[src/rtl/multi_edge_detector.sv]
// N-channel synchronised, debounced edge detector with per-channel edge select,
// sticky pending flags and a combined interrupt.
module multi_edge_detector #(
  parameter int unsigned CHANNELS      = 4,
  parameter int unsigned SYNC_STAGES   = 2,
  parameter int unsigned FILTER_CYCLES = 4
) (
  input  logic                  clk,
  input  logic                  rst,
  input  logic [CHANNELS-1:0]   signal,
  input  logic [2*CHANNELS-1:0] mode,
  input  logic [CHANNELS-1:0]   clr_pend,
  output logic [CHANNELS-1:0]   tick,
  output logic [CHANNELS-1:0]   rise,
  output logic [CHANNELS-1:0]   fall,
  output logic [CHANNELS-1:0]   level,
  output logic [CHANNELS-1:0]   pend,
  output logic                  irq
);

  localparam int unsigned     CntW   = $clog2(FILTER_CYCLES + 1);
  localparam logic [CntW-1:0] CntMax = CntW'(FILTER_CYCLES - 1);
  localparam logic [CntW-1:0] CntOne = CntW'(1);

  logic [SYNC_STAGES-1:0][CHANNELS-1:0] sync_q;
  logic [CHANNELS-1:0]                  s;
  logic [CHANNELS-1:0]                  pend_next;
  logic                                 irq_q;

  always_ff @(posedge clk) begin
    if (!rst) begin
      sync_q <= '0;
    end else begin
      sync_q <= {sync_q[SYNC_STAGES-2:0], signal};
    end
  end

  assign s = sync_q[SYNC_STAGES-1];

  for (genvar i = 0; i < CHANNELS; i++) begin : g_ch
    logic [CntW-1:0] cnt_q, cnt_d;
    logic            level_q, level_d;
    logic            rise_q, rise_d;
    logic            fall_q, fall_d;
    logic            tick_q, tick_d;
    logic            pend_q, pend_d;

    // Any sample that agrees with the accepted level discards the partial count.
    always_comb begin
      cnt_d   = '0;
      level_d = level_q;
      rise_d  = 1'b0;
      fall_d  = 1'b0;
      if (s[i] != level_q) begin
        if (cnt_q == CntMax) begin
          level_d = s[i];
          rise_d  = s[i];
          fall_d  = ~s[i];
        end else begin
          cnt_d = cnt_q + CntOne;
        end
      end
      tick_d = (rise_d & mode[2*i]) | (fall_d & mode[2*i+1]);
      // A new tick beats a coincident clear.
      pend_d = tick_d | (pend_q & ~clr_pend[i]);
    end

    always_ff @(posedge clk) begin
      if (!rst) begin
        cnt_q   <= '0;
        level_q <= 1'b0;
        rise_q  <= 1'b0;
        fall_q  <= 1'b0;
        tick_q  <= 1'b0;
        pend_q  <= 1'b0;
      end else begin
        cnt_q   <= cnt_d;
        level_q <= level_d;
        rise_q  <= rise_d;
        fall_q  <= fall_d;
        tick_q  <= tick_d;
        pend_q  <= pend_d;
      end
    end

    assign pend_next[i] = pend_d;
    assign tick[i]      = tick_q;
    assign rise[i]      = rise_q;
    assign fall[i]      = fall_q;
    assign level[i]     = level_q;
    assign pend[i]      = pend_q;
  end

  always_ff @(posedge clk) begin
    if (!rst) begin
      irq_q <= 1'b0;
    end else begin
      irq_q <= |pend_next;
    end
  end

  assign irq = irq_q;

endmodule

[config.mk]
export PLATFORM = sky130hd
export DESIGN_NAME = multi_edge_detector
export DESIGN_NICKNAME = d
export VERILOG_FILES = /design/src/rtl/multi_edge_detector.sv
export SDC_FILE = /design/constraint.sdc
export NUM_CORES = 1
export LEC_CHECK = 0
export CAP_MARGIN = 20
export CORE_UTILIZATION = 43
export DETAILED_ROUTE_END_ITERATION = 6
export PLACE_DENSITY = 0.74
export SYNTH_ARGS = -nofsm -noshare
export SYNTH_HDL_FRONTEND = slang
export SYNTH_SLANG_ARGS = --single-unit
export TNS_END_PERCENT = 20
[constraint.sdc]
create_clock -name clk -period 1.3 [get_ports clk]
set_input_delay 0.26 -clock clk [delete_from_list [all_inputs] [get_ports clk]]
set_output_delay 0.26 -clock clk [all_outputs]
set_load 0.02 [all_outputs]
==> reports/qor.txt, run 1 <==
Crit end category -> flop
Total CTS buffers -> 5
Pre-CTS worst setup slack -> -0.1335 ns
RSZ-0062 raised after global routing -> true
First-pass GRT wire length -> 4843 um
Post-Route Utilization -> 63.58%
Non-filler cells in the finished layout -> 242
Fillers -> 293
Pleak -> 0.8983 nW
Via count -> 1066
Die Y -> 62.94 um
DRC violations left -> 0
# setup viols final -> 1
Deepest level of the CTS H-tree -> 2
IO Count -> 39
GRT Util Overall -> 16.01%
Mapped Area -> 1597 um^2
Core area -> 3442 um^2
#FFs+latches synth -> 41
Port Buffers -> 38
Grt total ovfl -> 0
Endpoints failing hold -> 0
ANT nets after route -> 0
Dpl cells -> 233
Initial drt markers -> 60
Worst Tran Pin Value -> 0.2343 ns
Synth cell types -> 20
Chip Width -> 62.94 um
Syn Inst Count -> 161
Fmax -> 0.7396 GHz
Root Buffer -> clkbuf_8
Cts hold-fix bufs -> 0
Design Power -> 2.281 mW
Clock insertion delay at the later pin of the skew report -> 0.29 ns
Crit path time final -> 1.352 ns
Fin Setup TNS -> -0.05208 ns
Drt via density -> 4.405
Critical path arrival -> 1.53 ns
Power Density -> 1043 nW/um^2
Antenna violations before repair -> 0
Synth Area per Inst -> 9.916 um^2
Failing checks -> negative setup slack
Initial Utilization -> 46.38%
Layout area overhead -> 37.07%
CTS max path bufs -> 2
Post-synth net total -> 187
Clock-pin slew on the worst setup and hold paths -> 0.07 ns
Req. time, crit path -> 1.48 ns
Seq/Total Area, Yosys -> 51.41%
Share of cells above drive strength 1 -> 26.02%
Number of max-cap violations -> 0
Crit share post-route -> 104.0%
Warnings, synthesis -> 0
Largest net degree at the start of global routing -> 18
Fin Clk Skew -> 0.004239 ns
DPL Wire Length -> 2038 um
Per-cell routed wire length -> 11.36 um
Die Area -> 3961 um^2
CTS tree -> done
Row count -> 21
Nets@finish -> 221
Slew Viols, Final -> 0
Final Wtd Congestion -> 0.7540
CTS Sinks -> 41
Worst-path fanout max -> 3
Antenna Cells -> 0
CP Class -> reg2reg
Status -> finished, violations left
Routed WL -> 2750 um
Vias in the first global route -> 1107
Slew headroom -> 84.44%
Setup ws final -> -0.05208 ns
Hold Crit Class -> reg2reg
Crit start category -> flop
Peak supply drop -> 0.5597 mV
DRT Pass-1 Iters -> 4
-- logic make-up (layout without fill, tap and decap cells) --
| group | after synthesis | in the layout | share of synthesized area, % |
|---|---|---|---|
| AND/OR/NAND/NOR | 64 | 64 | 19.83 |
| flip-flops | 41 | 41 | 51.41 |
| buffers and inverters | 31 | 66 | 12.23 |
| AO/OA/AOI/OAI | 13 | 13 | 7.759 |
| adder cells (fa/ha/maj) | 8 | 8 | 6.270 |
| multiplexers | 4 | 4 | 2.508 |
-- worst max-delay path, cell delays in order, from the launching register on --
cell and delay, ns:
dfxtp_2 0.34, ha_4 0.16, ha_4 0.17, nand2_4 0.07, o221ai_2 0.09, o41a_1 0.41
-- registers in the layout (all words and copies together), names as in the netlist --
name / cells
g_ch.tick_q: 4
g_ch.rise_q: 4
g_ch.cnt_q: 12
irq: 1
g_ch.fall_q: 4
sync_q: 4
g_ch.pend_q: 4
s: 4
g_ch.level_q: 4
-- metrics by stage --
step                      hold WS (ns)  instance area [um^2]
final                           0.4267                  2188
after global routing            0.4394                  2188
after CTS                       0.4281                  2137
after detailed placement        0.4169                  2049
after global placement          0.4073                  2049
after floorplan                 0.3817                  1698
-- cells in the mapped netlist --
| cell type | instances | area, um^2 |
|---|---|---|
| o22a_2 | 1 | 10.01 |
| o22a_1 | 3 | 26.28 |
| nor2_1 | 28 | 105.1 |
| o41a_1 | 1 | 11.26 |
| or2b_4 | 2 | 22.52 |
| buf_4 | 21 | 157.7 |
| ha_1 | 8 | 100.1 |
| o221ai_2 | 1 | 15.01 |
| nand2_1 | 12 | 45.04 |
| and2_1 | 11 | 68.82 |
| a211o_1 | 4 | 35.03 |
| dfxtp_1 | 41 | 820.8 |
| inv_1 | 8 | 30.03 |
| mux2i_1 | 4 | 40.04 |
| and2_2 | 1 | 7.510 |
| clkbuf_1 | 1 | 3.750 |
| inv_2 | 1 | 3.750 |
| o221ai_1 | 3 | 26.28 |
| nand2b_2 | 2 | 17.52 |
| nand2b_1 | 8 | 50.05 |
-- metal layers --
| layer | GRT usage, % | up-vias | share of wire, % |
|---|---|---|---|
| met1 | 17.08 | 468 | 43 |
| met4 | 8.721 | 0 | 2.4 |
| met5 | 0 | - | 0 |
| li1 | - | 563 | - |
| met2 | 27.55 | 30 | 50 |
| met3 | 5.292 | 5 | 4.5 |
-- timing repair --
| item | 4_1_cts | 5_1_grt |
|---|---|---|
| setup buffers | 0 | 1 |
| pin swaps | 2 | 9 |
| setup endpoints to repair | 25 | 13 |
| resized for setup | 24 | 10 |
| gates cloned | 0 | 0 |
-- report_power, final --
part / internal [mW] / switching, mW
sequential: 1.27 / 0.00733
combinational: 0.0725 / 0.0387
clock: 0.479 / 0.413
-- path summary, 6_finish.rpt --
| kind | start | endpoint | slack [ns] | cells after the start |
|---|---|---|---|---|
| max reg2reg | g_ch[1].cnt_q[0]$_SDFF_PP0_ | irq$_SDFF_PN0_ | -0.05 | 5 |
| min | g_ch[3].cnt_q[0]$_SDFF_PP0_ | g_ch[3].cnt_q[0]$_SDFF_PP0_ | 0.43 | 1 |
| max | g_ch[1].cnt_q[0]$_SDFF_PP0_ | irq$_SDFF_PN0_ | -0.05 | 5 |
| min reg2reg | g_ch[3].cnt_q[0]$_SDFF_PP0_ | g_ch[3].cnt_q[0]$_SDFF_PP0_ | 0.43 | 1 |
-- cell usage in the layout, fill, tap and decap left out --
| cell | instances |
|---|---|
| dfxtp_1 | 37 |
| nor2_1 | 28 |
| dlygate4sd2_1 | 18 |
| clkdlybuf4s50_1 | 17 |
| and2_1 | 11 |
| buf_4 | 10 |
| inv_1 | 8 |
| nand2b_1 | 8 |
| ha_4 | 7 |
| clkbuf_8 | 7 |
| nand2_2 | 5 |
| mux2i_1 | 4 |
| nand2_1 | 4 |
| o221ai_2 | 4 |
| a211o_1 | 4 |
| dfxtp_2 | 4 |
| o22a_1 | 3 |
| nand2_4 | 3 |
| or2b_4 | 2 |
| nand2b_2 | 2 |
| clkdlybuf4s15_1 | 2 |
| inv_2 | 1 |
| o22a_2 | 1 |
| and2_2 | 1 |
| o41a_1 | 1 |
| ha_2 | 1 |
| clkinv_2 | 1 |
| clkdlybuf4s15_2 | 1 |
| buf_6 | 1 |
-- final cells by class --
type | instances | area [um^2] | share of cell area (%)
Clock buffer | 7 | 96.34 | 4.403
Clock inverter | 1 | 5.005 | 0.2287
Inverter | 9 | 33.78 | 1.544
Multi-Input combinational cell | 89 | 724.4 | 33.10
Sequential cell | 41 | 825.8 | 37.74
Tap cell | 46 | 57.56 | 2.630
Timing Repair Buffer | 49 | 445.4 | 20.35
(Power assumes the default switching activity.)
==> inputs of run 2 (changes only) <==
--- a/config.mk
+++ b/config.mk
@@ -6,9 +6,10 @@
 export NUM_CORES = 1
 export LEC_CHECK = 0
 export CAP_MARGIN = 20
-export CORE_UTILIZATION = 43
+export CORE_UTILIZATION = 45
+export CTS_BUF_LIST = sky130_fd_sc_hd__clkbuf_2 sky130_fd_sc_hd__clkbuf_4 sky130_fd_sc_hd__clkbuf_8
 export DETAILED_ROUTE_END_ITERATION = 6
-export PLACE_DENSITY = 0.74
+export PLACE_DENSITY = 0.77
 export SYNTH_ARGS = -nofsm -noshare
 export SYNTH_HDL_FRONTEND = slang
 export SYNTH_SLANG_ARGS = --single-unit
==> reports/qor.txt, run 2 (synthesized netlist as in run 1, its figures left out) <==
Status -> finished, violations left
Failing checks -> negative setup slack
Antenna Cells -> 0
Crit path time final -> 1.365 ns
WHS Endpoint -> g_ch[3].cnt_q[0]$_SDFF_PP0_
Die Y -> 61.57 um
Core area -> 3363 um^2
Port Buffers -> 38
Pleak -> 0.8244 nW
DPL Wire Length -> 2043 um
Most flops, register -> g_ch.cnt_q
Power Density -> 959.6 nW/um^2
Crit start category -> flop
Gr busiest metal -> met2
DRC violations left -> 0
Setup ws final -> -0.06475 ns
Slew Viols, Final -> 0
Reg-to-reg endpoint -> irq$_SDFF_PN0_
Largest net degree at the start of global routing -> 18
Final Wtd Congestion -> 0.7732
Share of cells above drive strength 1 -> 31.77%
CTS max path bufs -> 2
Slew headroom -> 85.29%
Worst Tran Pin Value -> 0.2215 ns
Root Buffer -> clkbuf_4
Crit end category -> flop
Worst path max stage delay -> 0.42 ns
Row count -> 21
Most used cell, CP -> ha_4
GR Util met1 -> 17.34%
R2r setup slk -> -0.06 ns
Nets@finish -> 218
Per-cell routed wire length -> 11.57 um
Endpoints failing hold -> 0
GRT Util Overall -> 16.50%
Crit share post-route -> 105.0%
Fillers -> 306
CTS tree -> done
Clock insertion delay at the later pin of the skew report -> 0.34 ns
Max reg flops -> 12
Most common cell after layout, fill and taps aside -> dfxtp_1
Initial Utilization -> 47.47%
Most frequent cells in the layout -> dfxtp_1 (32), nor2_1 (28), clkdlybuf4s50_1 (17)
# setup viols final -> 1
Total CTS buffers -> 5
DRT Pass-1 Iters -> 4
Deepest level of the CTS H-tree -> 2
Met2 usage -> 28.88%
Die Area -> 3790 um^2
CP cell instances -> ha_4, ha_4, nand2_2, o221ai_2, o41a_1
Cts hold-fix bufs -> 0
Number of max-cap violations -> 0
RR Startpoint -> g_ch[1].cnt_q[0]$_SDFF_PP0_
Hold Crit Depth -> 1
Worst-path fanout max -> 3
CP max-delay cell -> o41a_1
Post-DP Area -> 2027 um^2
Via count -> 1108
Fin Clk Skew -> 0.008802 ns
Critical path arrival -> 1.60 ns
Peak supply drop -> 0.7295 mV
Pre-CTS worst setup slack -> -0.1933 ns
Routed WL -> 2753 um
Fmax -> 0.7327 GHz
IO Count -> 39
Hold Crit Class -> reg2reg
Clock-pin slew on the worst setup and hold paths -> 0.11 ns
Antenna violations before repair -> 0
Hold_sp -> g_ch[3].cnt_q[0]$_SDFF_PP0_
Req. time, crit path -> 1.53 ns
Grt total ovfl -> 0
First-pass GRT wire length -> 4360 um
Vias in the first global route -> 1079
Initial drt markers -> 27
Final instance area -> 2123 um^2
Worst r2r path cells -> 5
CTS Sinks -> 41
Layout area overhead -> 32.99%
Met3 Use GR -> 5.882%
Chip Width -> 61.57 um
RSZ-0062 raised after global routing -> true
Drt via density -> 4.655
ANT nets after route -> 0
CP Class -> reg2reg
[run 2: repair_timing]
item	CTS	global route
pin swaps	1	8
gates resized for setup	34	27
setup endpoints to repair	25	25
buffers inserted	0	1
[run 2: routing by layer]
layer | share of wire (%) | vias to the layer above
met3 | 6.4 | 5
met4 | 1.8 | 0
met1 | 42 | 512
met2 | 50 | 31
li1 | - | 560
met5 | 0 | -
[run 2: critical path: cells and delay by family (launching register included)]
kind | cells | cell delay [ns]
AO/OA/AOI/OAI | 2 | 0.52
adder cells (fa/ha/maj) | 2 | 0.32
flip-flops | 1 | 0.35
AND/OR/NAND/NOR | 1 | 0.08
[run 2: layout make-up]
| type | instances | area [um^2] | area share [%] |
|---|---|---|---|
| Clock buffer | 7 | 58.81 | 2.770 |
| Inverter | 9 | 33.78 | 1.591 |
| Multi-Input combinational cell | 89 | 735.7 | 34.65 |
| Sequential cell | 41 | 832.0 | 39.19 |
| Tap cell | 46 | 57.56 | 2.711 |
| Timing Repair Buffer | 46 | 405.4 | 19.09 |
[run 2: how the worst max path moves through the flow]
stage	from	slack, ns	endpoint
6_report	g_ch[1].cnt_q[0]$_SDFF_PP0_	-0.06	irq$_SDFF_PN0_
5_1_grt	g_ch[2].cnt_q[1]$_SDFF_PP0_	-0.11	irq$_SDFF_PN0_
4_1_cts	g_ch[3].cnt_q[0]$_SDFF_PP0_	-0.11	irq$_SDFF_PN0_
3_5_place_dp	clr_pend[3]	-0.19	irq$_SDFF_PN0_
3_3_place_gp	clr_pend[3]	-0.15	irq$_SDFF_PN0_
2_1_floorplan	g_ch[1].cnt_q[0]$_SDFF_PP0_	-0.02	irq$_SDFF_PN0_
[run 2: power by group]
| group | switching (mW) | leakage, nW | internal [mW] |
|---|---|---|---|
| combinational | 0.0382 | 0.453 | 0.0702 |
| sequential | 0.00751 | 0.337 | 1.27 |
| clock | 0.374 | 0.0348 | 0.277 |
[run 2: stage by stage]
step	setup TNS (ns)	total power, mW	hold slack (ns)	utilization [%]	cells
3_3_place_gp	-0.1502	1.409	0.4084	60.27	230
3_5_place_dp	-0.2091	1.413	0.4217	60.27	230
4_1_cts	-0.1078	2.057	0.4197	61.72	237
2_1_floorplan	-0.02329	1.343	0.3817	-	161
5_1_grt	-0.1170	2.144	0.4382	63.13	238
6_report	-0.06475	2.038	0.4138	63.13	238
==> inputs of run 3 (changes only) <==
--- a/config.mk
+++ b/config.mk
@@ -13,4 +13,4 @@
 export SYNTH_ARGS = -nofsm -noshare
 export SYNTH_HDL_FRONTEND = slang
 export SYNTH_SLANG_ARGS = --single-unit
-export TNS_END_PERCENT = 20
+export TNS_END_PERCENT = 1
==> reports/qor.txt, run 3 (synthesized netlist as in run 1, its figures left out) <==
Status -> finished, violations left
Failing checks -> negative setup slack
Power Density -> 961.9 nW/um^2
Port Buffers -> 38
Drt via density -> 4.668
Via count -> 1111
Sw frac -> 20.64%
CP max-delay cell -> o41a_1
Root Buffer -> clkbuf_4
Worst path max stage delay -> 0.42 ns
# setup viols final -> 1
CP Buf/Inv Count -> 0
Max reg flops -> 12
Antenna violations before repair -> 0
CTS Sinks -> 41
Final Wtd Congestion -> 0.7732
Per-cell routed wire length -> 11.58 um
Core area -> 3363 um^2
Endpoints failing hold -> 0
DPL Wire Length -> 2043 um
Most common cell after layout, fill and taps aside -> dfxtp_1
Most used cell, CP -> ha_4
Routed WL -> 2756 um
Layout area overhead -> 32.76%
IO Count -> 39
Worst Tran Pin Value -> 0.2215 ns
Post-DP Area -> 2027 um^2
Pleak -> 0.8236 nW
Row count -> 21
Initial drt markers -> 23
CP Class -> reg2reg
CTS max path bufs -> 2
Peak supply drop -> 0.7304 mV
Most flops, register -> g_ch.cnt_q
Cell internal pwr -> 1.618 mW
Slew headroom -> 85.29%
DRC violations left -> 0
Slew Viols, Final -> 0
Clock insertion delay at the later pin of the skew report -> 0.34 ns
ANT nets after route -> 0
Grt total ovfl -> 0
First-pass GRT wire length -> 4360 um
Deepest level of the CTS H-tree -> 2
Crit path time final -> 1.365 ns
Req. time, crit path -> 1.53 ns
Final hold slack -> 0.4138 ns
Worst-path fanout max -> 3
Largest net degree at the start of global routing -> 18
Hold Crit Class -> reg2reg
Die Y -> 61.57 um
Register share of total power -> 62.7%
Fillers -> 307
Clk pwr share -> 32.0%
CP cell instances -> ha_4, ha_4, nand2_2, o221ai_2, o41a_1
Final instance area -> 2120 um^2
Most frequent cells in the layout -> dfxtp_1 (32), nor2_1 (28), clkdlybuf4s50_1 (17)
Share of cells above drive strength 1 -> 31.77%
Antenna Cells -> 0
Nets@finish -> 218
GRT Util Overall -> 16.50%
DRT Pass-1 Iters -> 4
CTS tree -> done
Clock-pin slew on the worst setup and hold paths -> 0.11 ns
Chip Width -> 61.57 um
Setup ws final -> -0.06506 ns
Fmax -> 0.7326 GHz
Crit end category -> flop
Number of max-cap violations -> 0
Crit start category -> flop
Vias in the first global route -> 1079
Net Switching -> 0.4208 mW
Fin Clk Skew -> 0.008841 ns
RSZ-0062 raised after global routing -> true
Total CTS buffers -> 5
Crit share post-route -> 105.0%
Initial Utilization -> 47.47%
Die Area -> 3790 um^2
CP top delay family -> compound AO/OA/AOI/OAI gates
Critical path arrival -> 1.60 ns
Combinational power share -> 5.3%
run 3: area by class of cell:
class                           count  area, um^2  area share [%]
Inverter                            9       33.78           1.594
Sequential cell                    41       832.0           39.26
Multi-Input combinational cell     89       735.7           34.71
Tap cell                           46       57.56           2.715
Timing Repair Buffer               46       401.6           18.95
Clock buffer                        7       58.81           2.775
run 3: per-layer routing:
layer	global-route usage, %	part of all wire, %	up-vias
met3	5.882	6.0	4
li1	-	-	562
met5	0	0	-
met2	28.88	51	32
met4	8.571	1.3	0
met1	17.34	42	513
run 3: power groups by stage:
stage	Combinational, mW	Clock [mW]	Sequential, mW
6_report	0.109	0.651	1.28
5_1_grt	0.117	0.745	1.28
4_1_cts	0.107	0.672	1.28
3_5_place_dp	0.106	0	1.31
3_3_place_gp	0.104	0	1.31
2_1_floorplan	0.0384	0	1.30
run 3: worst paths after layout:
path                          startpoint                           to  slack [ns]  cells past startpoint
max          g_ch[1].cnt_q[0]$_SDFF_PP0_               irq$_SDFF_PN0_       -0.07                      5
min reg2reg  g_ch[3].cnt_q[0]$_SDFF_PP0_  g_ch[3].cnt_q[0]$_SDFF_PP0_        0.41                      1
min          g_ch[3].cnt_q[0]$_SDFF_PP0_  g_ch[3].cnt_q[0]$_SDFF_PP0_        0.41                      1
max reg2reg  g_ch[1].cnt_q[0]$_SDFF_PP0_               irq$_SDFF_PN0_       -0.07                      5
run 3: through the flow:
stage                     instances  worst slack [ns]  total power [mW]  TNS (ns)  util (%)
after global placement          230           -0.1502             1.409   -0.1502     60.27
final                           238          -0.06506             2.039  -0.06506     63.02
after CTS                       237           -0.1078             2.057   -0.1078     61.72
after detailed placement        230           -0.1933             1.413   -0.2091     60.27
after floorplan                 161          -0.02329             1.343  -0.02329         -
after global routing            238           -0.1081             2.144   -0.1221     63.02
run 3: repair_timing:
action | 4_1_cts | 5_1_grt
setup buffers | 0 | 1
pin swaps | 1 | 7
resized for setup | 34 | 26
hold buffers | 0 | 0
setup endpoints to repair | 25 | 25
run 3: worst reg2reg max path, cell delays in order, from the launching register on:
cell and delay (ns):
dfxtp_2 0.35, ha_4 0.16, ha_4 0.16, nand2_2 0.08, o221ai_2 0.10, o41a_1 0.42
